[src/rtl/y86_pkg.sv]
// Shared Y86-64 encodings: instruction codes, register IDs, status codes
// and the writeback run/stop state.
package y86_pkg;

  localparam logic [3:0] IHALT   = 4'd0;
  localparam logic [3:0] INOP    = 4'd1;
  localparam logic [3:0] IRRMOVQ = 4'd2;
  localparam logic [3:0] ICMOVXX = 4'd2;
  localparam logic [3:0] IIRMOVQ = 4'd3;
  localparam logic [3:0] IRMMOVQ = 4'd4;
  localparam logic [3:0] IMRMOVQ = 4'd5;
  localparam logic [3:0] IOPQ    = 4'd6;
  localparam logic [3:0] IJXX    = 4'd7;
  localparam logic [3:0] ICALL   = 4'd8;
  localparam logic [3:0] IRET    = 4'd9;
  localparam logic [3:0] IPUSHQ  = 4'd10;
  localparam logic [3:0] IPOPQ   = 4'd11;

  localparam logic [3:0] RRSP  = 4'd4;
  localparam logic [3:0] RNONE = 4'd15;
  localparam int NUM_REGS = 15;

  typedef enum logic [1:0] {
    SAOK = 2'd0,
    SADR = 2'd1,
    SINS = 2'd2,
    SHLT = 2'd3
  } stat_t;

  typedef enum logic {
    ST_RUN  = 1'b0,
    ST_STOP = 1'b1
  } wb_state_t;

endpackage

[src/rtl/y86_regfile.sv]
// 15 x 64-bit architectural register file: two combinational read ports,
// two write ports where port M wins on an address collision.
module y86_regfile
  import y86_pkg::*;
#(
  parameter logic [63:0] RSP_INIT = 64'd0
) (
  input  logic        clk,
  input  logic        rst_n,
  input  logic [3:0]  src_a_i,
  input  logic [3:0]  src_b_i,
  output logic [63:0] val_a_o,
  output logic [63:0] val_b_o,
  input  logic        we_e_i,
  input  logic [3:0]  dst_e_i,
  input  logic [63:0] val_e_i,
  input  logic        we_m_i,
  input  logic [3:0]  dst_m_i,
  input  logic [63:0] val_m_i
);

  logic [63:0] regs_q [NUM_REGS];

  // NOTE: the array is reset explicitly because software relies on %rsp
  // starting at RSP_INIT and every other register reading 0 after reset.
  always_ff @(posedge clk) begin
    if (!rst_n) begin
      for (int i = 0; i < NUM_REGS; i++)
        regs_q[i] <= (4'(i) == RRSP) ? RSP_INIT : 64'd0;
    end else begin
      // NOTE: state is updated with non-blocking assignments so every
      // register samples the pre-edge values of its inputs.
      for (int i = 0; i < NUM_REGS; i++) begin
        if (we_m_i && dst_m_i == 4'(i))
          regs_q[i] <= val_m_i;
        else if (we_e_i && dst_e_i == 4'(i))
          regs_q[i] <= val_e_i;
      end
    end
  end

  // No bypass: reads reflect the array as of the last edge.
  assign val_a_o = (src_a_i == RNONE) ? 64'd0 : regs_q[src_a_i];
  assign val_b_o = (src_b_i == RNONE) ? 64'd0 : regs_q[src_b_i];

endmodule

[src/rtl/y86_writeback_regfile.sv]
// Y86-64 writeback stage: commits valE/valM, tracks run/stop status,
// counts retired instructions and exposes the decode read ports.
module y86_writeback_regfile
  import y86_pkg::*;
#(
  parameter int          RETIRE_W = 32,
  parameter logic [63:0] RSP_INIT = 64'd0
) (
  input  logic                clk,
  input  logic                rst_n,
  input  logic                wb_valid,
  input  logic [3:0]          icode,
  input  logic                cnd,
  input  logic [3:0]          dstE,
  input  logic [3:0]          dstM,
  input  logic [63:0]         valE,
  input  logic [63:0]         valM,
  input  logic [1:0]          stat_in,
  input  logic [3:0]          srcA,
  input  logic [3:0]          srcB,
  output logic [63:0]         valA,
  output logic [63:0]         valB,
  output logic [1:0]          stat_out,
  output logic                halted,
  output logic                wb_done,
  output logic [RETIRE_W-1:0] retired
);

  wb_state_t            state_q, state_d;
  stat_t                stat_q, stat_d;
  logic                 done_q, done_d;
  logic [RETIRE_W-1:0]  retired_q, retired_d;
  logic                 we_e, we_m;

  // NOTE: every combinational output gets a default first so no path
  // through the case leaves a signal unassigned (which would infer a latch).
  always_comb begin
    state_d   = state_q;
    stat_d    = stat_q;
    done_d    = 1'b0;
    retired_d = retired_q;
    we_e      = 1'b0;
    we_m      = 1'b0;
    case (state_q)
      ST_RUN: begin
        if (wb_valid) begin
          done_d = 1'b1;
          if (stat_t'(stat_in) == SAOK) begin
            // cmovXX only writes its destination when the condition held
            we_e = (dstE != RNONE) && ((icode != ICMOVXX) || cnd);
            we_m = (dstM != RNONE);
            if (retired_q != '1)
              retired_d = retired_q + 1'b1;
          end else begin
            state_d = ST_STOP;
            stat_d  = stat_t'(stat_in);
          end
        end
      end
      ST_STOP: ;
      default: state_d = ST_RUN;
    endcase
  end

  always_ff @(posedge clk) begin
    if (!rst_n) begin
      state_q   <= ST_RUN;
      stat_q    <= SAOK;
      done_q    <= 1'b0;
      retired_q <= '0;
    end else begin
      state_q   <= state_d;
      stat_q    <= stat_d;
      done_q    <= done_d;
      retired_q <= retired_d;
    end
  end

  y86_regfile #(.RSP_INIT(RSP_INIT)) u_regfile (
    .clk     (clk),
    .rst_n   (rst_n),
    .src_a_i (srcA),
    .src_b_i (srcB),
    .val_a_o (valA),
    .val_b_o (valB),
    .we_e_i  (we_e),
    .dst_e_i (dstE),
    .val_e_i (valE),
    .we_m_i  (we_m),
    .dst_m_i (dstM),
    .val_m_i (valM)
  );

  assign stat_out = stat_q;
  assign halted   = (state_q == ST_STOP);
  assign wb_done  = done_q;
  assign retired  = retired_q;

endmodule

[config.mk]
export PLATFORM = sky130hd
export DESIGN_NAME = y86_writeback_regfile
export DESIGN_NICKNAME = d
export VERILOG_FILES = /design/src/rtl/y86_pkg.sv /design/src/rtl/y86_regfile.sv /design/src/rtl/y86_writeback_regfile.sv
export SDC_FILE = /design/constraint.sdc
export NUM_CORES = 2
export LEC_CHECK = 0
export CORE_MARGIN = 10
export CORE_UTILIZATION = 45
export CTS_CLUSTER_DIAMETER = 120
export CTS_CLUSTER_SIZE = 25
export DETAILED_ROUTE_END_ITERATION = 10
export PLACE_DENSITY = 0.6
export SLEW_MARGIN = 20
export SYNTH_ARGS = -nofsm -noshare
export SYNTH_HDL_FRONTEND = slang
export SYNTH_SLANG_ARGS = --single-unit
export TNS_END_PERCENT = 5
[constraint.sdc]
create_clock -name clk -period 14.65 [get_ports clk]
set_clock_uncertainty 0.2 [all_clocks]
set_input_delay 1.465 -clock clk [delete_from_list [all_inputs] [get_ports clk]]
set_output_delay 1.465 -clock clk [all_outputs]
set_load 0.05 [all_outputs]
After elaboration in Yosys (flattened, before gate mapping) --
Memory sizes are Yosys's and may differ from the RTL's. Cells that the tools add are included. Widths: inputs -> output; s select.
Storage, ports and cells: word-level logic and storage cells 259, bits in writable memories 960, memories 1, register bits after elaboration 36, output and inout port bits 164, input bits 154
Memory list:
- u_regfile.regs_q | words 15, bits a word 64, rd ports 2, clocked after memory_dff 0, wr ports 15, line y86_regfile.sv:22 | logic [63:0] regs_q [NUM_REGS];
Cells by class: reduce and logical (&&, ||, !) cells 38, add/subtract/negate cells 1, multiplexer cells 148, eq/ne operators 34, bitwise gates (word level) 33
Operators with widths (number):
- $mux 64 | 32
- $mux 1 | 116
- $eq 4x4->1 const B | 16
- $add 32x1->32 const B | 1
- $eq 4x3->1 const B | 8
- $ne 32x32->1 const B | 1
- $logic_and 1x1->1 | 31
- $or 1x1->1 | 30
- $eq 4x2->1 const B | 4
- $eq 4x1->1 const B | 2
- $logic_not 4->1 | 2
- $ne 4x4->1 const B | 2
- $ne 4x2->1 const B | 1
- $reduce_and 4->1 | 1
- $not 1->1 | 3
- $reduce_and 3->1 | 1
- $logic_not 2->1 | 1
- $reduce_or 2->1 | 1
- $logic_or 1x1->1 | 1

Depth between registers and ports, before layout --
depth after elaboration 12, depth in mapped cells 9, depth with buffers taken out 5

Modules after synthesis --
Synthesis repeated with hierarchy kept, for this count alone.
Unflattened totals: cells, all modules 4572, area total of the unflattened synthesis 57041.0 sq um
Modules (own cells, without submodules):
- y86_regfile | cells an instance 4362, seq. area each 28827.6 sq um, area each 55206.7 sq um, times used 1
- y86_writeback_regfile | cells an instance 210, seq. area each 720.7 sq um, area each 1834.3 sq um, times used 1

Least setup slack after synthesis --
Ideal clock, no wire load.
path kind in2reg, start in stat_in[1], end mem u_regfile.regs_q[11][0] (enable), buffers on the path 2, arrival 5871 ps, setup time 514 ps, setup slack 8065 ps, data required time 13936 ps, stages 5, path through or4b_1 -> buf_2 -> or3_1 -> buf_2 -> o221ai_1
RTL lines:
- start: declaration | line y86_writeback_regfile.sv:18 | input logic [1:0] stat_in,
- end: declaration | line y86_regfile.sv:22

Final worst setup path --
start in srcA[0], end out valA[59]
On the way: word-level cells in the longest chain between the ends 2, elaborated cells on any way between the ends 3, classes of those cells eq/ne (1); mux (1); memory (1)
Ends and longest elaborated chain:
- start: declaration | line y86_writeback_regfile.sv:19 | input logic [3:0] srcA,
- $mem_v2 15x64 / $eq 4x4->1 (equally long branches)
- $mux 64 * | line y86_regfile.sv:43 | assign val_a_o = (src_a_i == RNONE) ? 64'd0 : regs_q[src_a_i];
- end: declaration | line y86_writeback_regfile.sv:21 | output logic [63:0] valA,
Every way passes the cells marked *; elsewhere a longest branch is shown, timed or not.

==> impl_metrics.tcl <==
set metrics [dict create \
    dr.pass1.iters 6 \
    fp.dieArea_um2 143000 \
    maxCapViolCount 0 \
    grt_pass1_vias 42100 \
    worst_pin_slew_ns 1.17 \
    drive_gt1_share_pct 16.9 \
    place.port_buffers 317 \
    clock_path_buffers 3 \
    rsz0062_at_grt "false" \
    synth_edf_count 960 \
    fin_crit_ns 7.63 \
    drt_iter0_drc 7130 \
    synth_ff_type "edfxtp_1" \
    coreArea_um2 127000 \
    worstPathArrival_ns 5.97 \
    cts.sinks 996 \
    critPathLaunchType "primary input" \
    grt_use_met3_pct 8.57 \
    ctsHtreeMaxLevel 2 \
    routabilityCongestion 0.831 \
    root_buffer "clkbuf_16" \
    fillCellCount 10800 \
    setup_tns_ns 0 \
    status "finished, final reports clean" \
    endpoint_kind "output port" \
    critPathMaxFanout 75 \
    setup_ws_ns 7.02 \
    stdcell_area_um2 62900 \
    synthToLayoutAreaGrowth_pct 9.06 \
    powerDensity_nw_per_um2 94.7 \
    hold_class "flip-flop to flip-flop" \
    wirelength_mm 224 \
    die_h_um 378 \
    cts-buffers-inserted 45 \
    wl_per_cell_um 37.1 \
    initial_core_util_pct 45.3 \
    holdWs_ns 0.260 \
    io_pins 318 \
    grt_max_degree 155 \
    tritoncts "built" \
    dpl.hpwl_mm 121 \
    num_vias 43400 \
    setup_viol 0 \
    ctsResizeCount 0 \
    critPathTopFamily "buffers and inverters" \
    finalCritPeriodShare_pct 52.1 \
    cp_slowest_cell "buf_4" \
    ys_async_sr_fraction_pct 0 \
    required_ns 12.98 \
    grt_util_met2_pct 46.8 \
    gr-max-usage-layer "met2" \
    fp-row-count 131 \
    clock_latency_ns 0.67 \
    met1_usage_pct 41.1 \
    num-nets-final 4521 \
    critical_path_buf_inv_count 4 \
    finalHoldViolCount 0 \
    ir_worst_vdd_v 0.0000923 \
    yosysSeqAreaShare_pct 51.2 \
    synth_area_um2 57700 \
    routed_via_density 7.17 \
    yosysWarnings 0 \
    cts_setup_buffers 0 \
    track_usage_pct 30.5 \
    clkTransAtPathRegs_ns 0.10 \
    leakagePower_nw 20.6 \
    ys_seq_elements 996 \
    antenna_left 0 \
    die_w_um 378 \
    hold_buffers 0 \
    drc_errors 0 \
    synth_cells 4442 \
    max_clock_freq_mhz 131 \
    crit_chain "buf_8 -> buf_4 -> buf_4 -> mux4_2 -> mux4_2 -> nor2b_1 -> clkdlybuf4s50_1" \
    worst-setup-path-type "primary input to output port" \
    synth_area_per_cell_um2 13.0 \
    grt_overflow 0 \
    drv_slew 0 \
    max_stage_delay_ns 0.83 \
    slew_headroom_pct 22.3 \
    dp_slack_ns 6.98 \
    grt_first_pass_wirelength_mm 316 \
    synth_nets 4597 \
    antenna_found_initial 22 \
    place_area_um2 61700 \
    synth_cell_types 61 \
]
==> worst paths after layout <==
check	from	endpoint	slack [ns]	cells after the start
worst max-delay path	srcA[0]	valA[59]	7.02	7
worst min-delay path	stat_out[1]	stat_out[1]	0.26	2
worst max register to register	halted	u_regfile.regs_q[7][35]	10.14	6
worst min register to register	stat_out[1]	stat_out[1]	0.26	2
==> cell type report <==
type | instances | area (um2) | share of cell area, %
Antenna cell | 10 | 25.0 | 0.0398
Sequential cell | 996 | 29500 | 47.0
Inverter | 10 | 45.0 | 0.0716
Tap cell | 1662 | 2080 | 3.31
Multi-Input combinational cell | 2886 | 26000 | 41.3
Clock buffer | 53 | 1180 | 1.87
Timing Repair Buffer | 427 | 4050 | 6.44
Clock inverter | 2 | 17.5 | 0.0279
==> placed cells by master, fill, tap and decap left out, types with 38 or more instances in the layout <==
master           synthesis  layout
edfxtp_1               960     960
nand2_1                586     585
mux4_2                 512     512
o21ai_0                378     378
a22o_1                 337     337
clkdlybuf4s50_1          0     308
nor2_1                 183     181
a22oi_1                158     158
mux2i_1                135     135
nor2b_1                130     130
buf_4                    8     109
o21ai_1                 86      86
nand3_1                 77      76
o22ai_1                 73      73
clkbuf_16                0      46
a21oi_1                 41      41
a32o_1                  38      38
==> worst register-to-register path: stages (launching register included) <==
cell and delay, ns:
dfxtp_1 0.37, nor4b_4 0.75, o2111ai_2 0.59, or3_1 0.87, nor2_8 0.59, buf_4 0.75
a22o_1 0.27
==> logic make-up (layout without fill, tap and decap cells) <==
logic type	Yosys count	in the layout	synth area share, %
other	0	10	0
multiplexers	647	647	22.3
buffers and inverters	560	492	4.25
adder cells (fa/ha/maj)	1	1	0.0217
AND/OR/NAND/NOR	1087	1087	8.52
AO/OA/AOI/OAI	1139	1139	13.5
flip-flops	996	996	51.2
XOR/XNOR	12	12	0.182
==> synth_stat cells, types with 2 or more instances <==
library cell / n / share of area (%)
nor3_1: 10 / 0.087
o21ai_1: 86 / 0.75
a22o_1: 337 / 5.1
mux4_2: 512 / 20
nand2_1: 586 / 3.8
xnor2_1: 11 / 0.17
or2_2: 4 / 0.043
a2111oi_0: 3 / 0.046
inv_1: 9 / 0.059
clkbuf_1: 365 / 2.4
buf_6: 30 / 0.59
buf_4: 8 / 0.10
a22oi_1: 158 / 2.1
a21oi_1: 41 / 0.36
o22ai_1: 73 / 0.79
nor2_2: 3 / 0.033
nand4_1: 10 / 0.11
edfxtp_1: 960 / 50
or4_1: 4 / 0.052
nand3_1: 77 / 0.67
and2_1: 6 / 0.065
nor4_1: 10 / 0.11
mux2i_1: 135 / 2.3
buf_2: 74 / 0.64
or2_1: 3 / 0.033
nor2b_1: 130 / 1.4
a211oi_1: 3 / 0.039
nor3_2: 7 / 0.12
a32o_1: 38 / 0.66
o221ai_1: 4 / 0.061
dfxtp_1: 36 / 1.2
and4_1: 9 / 0.14
or3_1: 18 / 0.20
o2111ai_2: 3 / 0.078
nor2_1: 183 / 1.2
o21ai_0: 378 / 3.3
nand2b_1: 13 / 0.14
a31o_2: 2 / 0.030
nor3_4: 4 / 0.11
o31ai_1: 7 / 0.091
buf_1: 72 / 0.47
==> routing by layer <==
layer	vias up	share of wire (%)	routed length (um)
li1	17400	-	-
met4	20	4.4	9840
met2	3338	45	101000
met5	-	0.060	134
met1	22100	37	83400
met3	593	13	29900
==> metrics by stage <==
| step | utilization [%] | total power, W | std cells |
|---|---|---|---|
| floorplan | - | 0.00408 | 4442 |
| global placement | 48.4 | 0.00449 | 5981 |
| detailed placement | 48.4 | 0.00449 | 5981 |
| CTS | 49.4 | 0.00595 | 6036 |
| global route | 49.4 | 0.00611 | 6043 |
| finish | 49.4 | 0.00596 | 6046 |
==> where the power goes <==
part           total, W  internal, W  leakage (nW)  switching, W
Combinational   0.00113     0.000426          9.85      0.000702
Sequential      0.00332      0.00325          10.1     0.0000647
Clock           0.00151     0.000575         0.584      0.000937
==> sequential cells by signal, summed over array words and instances (netlist names) <==
register and flops:
wb_done 1, u_regfile.regs_q 960, stat_out 2, retired 32, halted 1
Power figures use the tool's default switching activity.
